**src/rtl/e203_exu_wbck_arb_pkg.sv**
```systemverilog
// Shared widths, default sizing and the buffered long-pipe entry layout for the
// write-back arbiter.
package e203_exu_wbck_arb_pkg;

  localparam int XLEN             = 32;
  localparam int RFIDX_W          = 5;
  localparam int FIFO_DEPTH_DEF   = 2;
  localparam int STARVE_LIMIT_DEF = 4;

  typedef struct packed {
    logic               err;
    logic [RFIDX_W-1:0] rdidx;
    logic [XLEN-1:0]    wdat;
  } wbck_entry_t;

  localparam int ENTRY_W = $bits(wbck_entry_t);

  // x0 is hardwired to zero, so a write to it is always dropped
  function automatic logic rfWriteEna(input logic valid, input logic [RFIDX_W-1:0] rdidx);
    return valid & (rdidx != '0);
  endfunction

endpackage

```
**src/rtl/e203_wbck_fifo.sv**
```systemverilog
// Synchronous valid/ready FIFO with wrap-bit pointers and a registered occupancy
// count; DEPTH must be a power of two, at least 2.
module e203_wbck_fifo #(
  parameter int DEPTH = 2,
  parameter int WIDTH = 8
) (
  input  logic                   clk,
  input  logic                   rst,
  input  logic                   in_valid_i,
  output logic                   in_ready_o,
  input  logic [WIDTH-1:0]       in_data_i,
  output logic                   out_valid_o,
  input  logic                   out_ready_i,
  output logic [WIDTH-1:0]       out_data_o,
  output logic [$clog2(DEPTH):0] count_o
);

  localparam int AW = $clog2(DEPTH);

  logic [AW:0]      wrPtr_q, wrPtr_d, rdPtr_q, rdPtr_d;
  logic [AW:0]      count_q, count_d;
  logic [WIDTH-1:0] mem_q [DEPTH];
  logic             full, empty, push, pop;

  assign full  = (wrPtr_q[AW] != rdPtr_q[AW]) && (wrPtr_q[AW-1:0] == rdPtr_q[AW-1:0]);
  assign empty = (wrPtr_q == rdPtr_q);
  assign push  = in_valid_i & ~full;
  assign pop   = out_ready_i & ~empty;

  assign in_ready_o  = ~full;
  assign out_valid_o = ~empty;
  assign out_data_o  = mem_q[rdPtr_q[AW-1:0]];
  assign count_o     = count_q;

  always_comb begin
    wrPtr_d = wrPtr_q;
    rdPtr_d = rdPtr_q;
    count_d = count_q;
    if (push) wrPtr_d = wrPtr_q + (AW+1)'(1);
    if (pop)  rdPtr_d = rdPtr_q + (AW+1)'(1);
    case ({push, pop})
      2'b10:   count_d = count_q + (AW+1)'(1);
      2'b01:   count_d = count_q - (AW+1)'(1);
      default: count_d = count_q;
    endcase
  end

  always_ff @(posedge clk or posedge rst) begin
    if (rst) begin
      wrPtr_q <= '0;
      rdPtr_q <= '0;
      count_q <= '0;
    end else begin
      wrPtr_q <= wrPtr_d;
      rdPtr_q <= rdPtr_d;
      count_q <= count_d;
    end
  end

  // Storage needs no reset: the pointers alone decide which entries are live
  always_ff @(posedge clk) begin
    if (push) mem_q[wrPtr_q[AW-1:0]] <= in_data_i;
  end

endmodule

```
**src/rtl/e203_exu_wbck_arb.sv**
```systemverilog
// Register-file write-back arbiter: buffered long-pipe results win over the ALU
// unless the ALU has starved. Optional same-cycle bypass: E203_WBCK_LONGP_BYPASS_EN.
module e203_exu_wbck_arb
  import e203_exu_wbck_arb_pkg::*;
#(
  parameter int FIFO_DEPTH   = FIFO_DEPTH_DEF,
  parameter int STARVE_LIMIT = STARVE_LIMIT_DEF
) (
  input  logic                        clk,
  input  logic                        rst,
  input  logic                        alu_wbck_i_valid,
  output logic                        alu_wbck_i_ready,
  input  logic [XLEN-1:0]             alu_wbck_i_wdat,
  input  logic [RFIDX_W-1:0]          alu_wbck_i_rdidx,
  input  logic                        longp_wbck_i_valid,
  output logic                        longp_wbck_i_ready,
  input  logic [XLEN-1:0]             longp_wbck_i_wdat,
  input  logic [RFIDX_W-1:0]          longp_wbck_i_rdidx,
  input  logic                        longp_wbck_i_err,
  output logic                        rf_wbck_o_ena,
  output logic [RFIDX_W-1:0]          rf_wbck_o_rdidx,
  output logic [XLEN-1:0]             rf_wbck_o_wdat,
  output logic [$clog2(FIFO_DEPTH):0] longp_pend_cnt
);

  localparam int              SC_W       = $clog2(STARVE_LIMIT + 1);
  localparam logic [SC_W-1:0] STARVE_MAX = SC_W'(STARVE_LIMIT);

  wbck_entry_t        enqEntry, headEntry;
  logic               fifoInValid, fifoInReady, headValid;
  logic               forceAlu, grantFifo, bypassLongp;
  logic [SC_W-1:0]    starveCnt_q, starveCnt_d;
  logic               rawEna;
  logic [RFIDX_W-1:0] muxIdx;
  logic [XLEN-1:0]    muxDat;

  assign enqEntry = '{err: longp_wbck_i_err, rdidx: longp_wbck_i_rdidx, wdat: longp_wbck_i_wdat};

  assign forceAlu         = alu_wbck_i_valid & (starveCnt_q == STARVE_MAX);
  assign grantFifo        = headValid & ~forceAlu;
  assign alu_wbck_i_ready = ~grantFifo & ~rst;

`ifdef E203_WBCK_LONGP_BYPASS_EN
  assign bypassLongp        = ~headValid & ~forceAlu & ~alu_wbck_i_valid & longp_wbck_i_valid;
  assign fifoInValid        = longp_wbck_i_valid & ~bypassLongp;
  assign longp_wbck_i_ready = fifoInReady | bypassLongp;
`else
  assign bypassLongp        = 1'b0;
  assign fifoInValid        = longp_wbck_i_valid;
  assign longp_wbck_i_ready = fifoInReady;
`endif

  e203_wbck_fifo #(
    .DEPTH (FIFO_DEPTH),
    .WIDTH (ENTRY_W)
  ) u_fifo (
    .clk         (clk),
    .rst         (rst),
    .in_valid_i  (fifoInValid),
    .in_ready_o  (fifoInReady),
    .in_data_i   (enqEntry),
    .out_valid_o (headValid),
    .out_ready_i (grantFifo),
    .out_data_o  (headEntry),
    .count_o     (longp_pend_cnt)
  );

  always_comb begin
    rawEna = alu_wbck_i_valid;
    muxIdx = alu_wbck_i_rdidx;
    muxDat = alu_wbck_i_wdat;
    if (grantFifo) begin
      rawEna = ~headEntry.err;
      muxIdx = headEntry.rdidx;
      muxDat = headEntry.wdat;
    end else if (bypassLongp) begin
      rawEna = ~longp_wbck_i_err;
      muxIdx = longp_wbck_i_rdidx;
      muxDat = longp_wbck_i_wdat;
    end
  end

  // Reset suppresses the write combinationally so nothing lands in the reset cycle
  assign rf_wbck_o_ena   = rfWriteEna(rawEna, muxIdx) & ~rst;
  assign rf_wbck_o_rdidx = muxIdx;
  assign rf_wbck_o_wdat  = muxDat;

  always_comb begin
    starveCnt_d = starveCnt_q;
    if (~alu_wbck_i_valid | alu_wbck_i_ready)
      starveCnt_d = '0;
    else if (grantFifo && (starveCnt_q != STARVE_MAX))
      starveCnt_d = starveCnt_q + SC_W'(1);
  end

  always_ff @(posedge clk or posedge rst) begin
    if (rst) starveCnt_q <= '0;
    else     starveCnt_q <= starveCnt_d;
  end

endmodule

```
**config.mk**
```make
export PLATFORM = sky130hd
export DESIGN_NAME = e203_exu_wbck_arb
export DESIGN_NICKNAME = d
export VERILOG_FILES = /design/src/rtl/e203_exu_wbck_arb_pkg.sv /design/src/rtl/e203_wbck_fifo.sv /design/src/rtl/e203_exu_wbck_arb.sv
export SDC_FILE = /design/constraint.sdc
export NUM_CORES = 1
export LEC_CHECK = 0
export CORE_UTILIZATION = 46
export DETAILED_ROUTE_END_ITERATION = 10
export HOLD_SLACK_MARGIN = 0.08
export PLACE_DENSITY = 0.91
export SLEW_MARGIN = 5
export SYNTH_ARGS = -nofsm -noshare
export SYNTH_HDL_FRONTEND = slang
export SYNTH_SLANG_ARGS = --single-unit
```
**constraint.sdc**
```tcl
create_clock -name clk -period 3.9 [get_ports clk]
set_input_delay 0.78 -clock clk [delete_from_list [all_inputs] [get_ports clk]]
set_output_delay 0.78 -clock clk [all_outputs]
set_load 0.01 [all_outputs]
```
==> flow_metrics.env <==
export IMPL_p_int_mw=3.02
export IMPL_fin_crit_ps=3590
export IMPL_crit_path_frequent_cell="clkdlybuf4s50_1"
export IMPL_worstPathArrival_ps=2810
export IMPL_hold_path_class="reg2reg"
export IMPL_switching_share_pct=35.7
export IMPL_synth_largest_area_cell="edfxtp_1"
export IMPL_syn_inst=258
export IMPL_tightest_slew_ps=924
export IMPL_power_density_nw_per_um2=911
export IMPL_grt_max_degree=40
export IMPL_fin_nets=464
export IMPL_synth_top_cell_area_share_pct=62.7
export IMPL_routabilityCongestion=0.745
export IMPL_vias=2408
export IMPL_worstSetupEndpoint="rf_wbck_o_ena"
export IMPL_cp_end_kind="output port"
export IMPL_layout_commonest_cell="clkdlybuf4s50_1"
export IMPL_die_x_um=91.0
export IMPL_slowest_stage="clkdlybuf4s50_1"
export IMPL_synth_area_per_cell_um2=14.1
export IMPL_p_sw_mw=1.68
export IMPL_crit_chain="clkdlybuf4s50_1 > nand3_1 > o21ai_4 > inv_2 > and3_1 > a2111oi_2 > clkdlybuf4s50_1"
export IMPL_clock_latency_ps=350
export IMPL_critPathLaunchType="primary input"
export IMPL_ir_worst_vdd_uv=492
export IMPL_drtIter0Drc=79
export IMPL_seq_area_frac_synth_pct=68.9
export IMPL_htree_num_levels=3
export IMPL_wire_per_inst_um=14.3
export IMPL_pwr_share_comb_pct=55.1
export IMPL_cts_buffer_depth=2
export IMPL_dp_cells=473
export IMPL_power_frac_seq_pct=30.8
export IMPL_max_slew_margin_rel_pct=38.4
export IMPL_final_hold_viol_count=0
export IMPL_io_pins=121
export IMPL_antenna_cells=0
export IMPL_rsz0062_at_grt="false"
export IMPL_nFillCells=547
export IMPL_crit_type="in2out"
export IMPL_timing_final_crit_share_pct=92.2
export IMPL_antenna_found_initial=0
export IMPL_drive_gt1_share_pct=7.51
export IMPL_die_height_um=91.0
export IMPL_tns_ps=0
export IMPL_stdcell_count=488
export IMPL_fp_row_count=32
export IMPL_io_buffer_count=120
export IMPL_start_util_pct=47.4
export IMPL_setup_viol=0
export IMPL_synth_seq_cells=85
export IMPL_cts_buffers=9
export IMPL_reg2reg_depth=5
export IMPL_syn_num_nets=340
export IMPL_wl_mm=6.98
export IMPL_global_route_overflow_total=0
export IMPL_grt_pass1_vias=2489
export IMPL_maxSlewViolCount=0
export IMPL_fmax_mhz=278
export IMPL_synth_distinct_cells=31
export IMPL_r2r_end="u_fifo.mem_q[0][37]"
export IMPL_synth_area_leaders="edfxtp_1 (63%), mux2i_1 (11%), dfrtp_1 (6.2%), o21ai_0 (5.1%), nand2_1 (4.1%)"
export IMPL_rrSetupSlack_ps=1590
export IMPL_grt_usage_pct=17.9
export IMPL_crit_path_max_incr_delay_ps=600
export IMPL_ctsResizeCount=0
export IMPL_antenna_left=0
export IMPL_cap_violations=0
export IMPL_p_leak_nw=1.89
export IMPL_cts_hold_buf=0
export IMPL_outcome="completed"
export IMPL_drc=0
export IMPL_drt_vias_per_instance=4.93
export IMPL_crit_required_ps=3120
export IMPL_die_area_um2=8270
export IMPL_most_common_layout_cells="clkdlybuf4s50_1 (120), edfxtp_1 (76), nand2_1 (40)"
export IMPL_cts_tree="yes"
export IMPL_post_cts_setup_buffers=0
export IMPL_r2r_start="u_fifo.rdPtr_q[0]"
export IMPL_cts_sinks=85
export IMPL_area_growth_pct=41.7
export IMPL_clk_pin_slew_ps=80
export IMPL_place_hpwl_mm=5.04
export IMPL_power_frac_clock_pct=14.1
export IMPL_fin_worst_skew_ps=9.07
export IMPL_crit_path_start="alu_wbck_i_valid"
export IMPL_syn_cell_area_um2=3640
export IMPL_grt_pass1_wl_mm=11.2
export IMPL_clock_root_buffer="clkbuf_8"
export IMPL_path_max_fanout=15
export IMPL_ys_warn_count=0
export IMPL_coreArea_um2=7690
export IMPL_dr_pass1_iters=4
[power by group through the flow]
stage	combinational (mW)	clock, mW	sequential [mW]
after floorplan	1.42	0	1.44
after global placement	2.55	0	1.46
after detailed placement	2.61	0	1.47
after CTS	2.62	0.672	1.45
after global routing	2.84	0.714	1.47
final	2.59	0.662	1.45
[metrics by stage]
step / power, mW / util (%) / cell area (µm²) / hold WS, ps / setup WS, ps
after floorplan: 2.87 / - / 3640 / 493 / 786
after global placement: 4.01 / 64.3 / 4950 / 460 / 363
after detailed placement: 4.09 / 64.3 / 4950 / 461 / 306
after CTS: 4.75 / 67.1 / 5160 / 477 / 304
after global routing: 5.03 / 67.1 / 5160 / 487 / 183
final: 4.70 / 67.1 / 5160 / 476 / 306
[how the worst min path moves through the flow]
stage	from	end	slack, ps	depth (start not counted)
global route	u_fifo.count_o[1]	u_fifo.count_o[1]	490	1
floorplan	u_fifo.wrPtr_q[1]	u_fifo.wrPtr_q[1]	490	1
detailed placement	u_fifo.count_o[1]	u_fifo.count_o[1]	460	1
CTS	u_fifo.count_o[1]	u_fifo.count_o[1]	480	1
finish	u_fifo.count_o[1]	u_fifo.count_o[1]	480	1
global placement	u_fifo.count_o[1]	u_fifo.count_o[1]	460	1
[cell type report]
cell class | count | area (µm²) | share of cell area, %
Tap cell | 102 | 128 | 2.47
Clock inverter | 6 | 88.8 | 1.72
Timing Repair Buffer | 126 | 1250 | 24.2
Multi-Input combinational cell | 156 | 1050 | 20.3
Inverter | 4 | 15.0 | 0.291
Clock buffer | 9 | 124 | 2.40
Sequential cell | 85 | 2510 | 48.6
[sequential cells by signal (all words and copies together), names as in the netlist]
register,count
starveCnt_q,3
u_fifo.mem_q,76
u_fifo.wrPtr_q,2
u_fifo.count_o,2
u_fifo.rdPtr_q,2
[cell usage after synthesis]
library cell and instances:
a2111oi_2 1, a22o_1 1, a2bb2oi_1 1, and3_1 3
buf_2 6, buf_4 2, buf_6 2, clkbuf_1 3
dfrtp_1 9, edfxtp_1 76, ha_1 3, inv_1 3
inv_2 1, mux2_2 1, mux2i_1 39, nand2_1 40
nand2b_1 1, nand3_1 1, nor2_1 10, nor2b_1 1
nor3_1 1, nor4_1 1, o211a_1 1, o21a_1 2
o21ai_0 37, o21ai_1 1, o21ai_4 1, or4_1 1
xnor2_1 5, xor2_1 2, xor2_2 2
[cell families after synthesis]
kind of cell | share of synthesized area [%]
flip-flops | 68.9
AND/OR/NAND/NOR | 6.67
AO/OA/AOI/OAI | 7.25
multiplexers | 11.0
buffers and inverters | 2.58
XOR/XNOR | 2.58
adder cells (fa/ha/maj) | 1.03
[metal layers]
layer / global-route usage (%) / part of all wire (%) / up-vias
li1: - / - / 1191
met1: 20.4 / 41 / 1120
met2: 31.6 / 52 / 83
met3: 4.19 / 5.3 / 14
met4: 8.73 / 2.3 / 0
met5: 0 / 0 / -
[critical path, delay by kind of cell]
family	cells	cell delay [ps]
AO/OA/AOI/OAI	2	460
buffers and inverters	3	1250
AND/OR/NAND/NOR	2	310
Power figures use the tool's default switching activity.
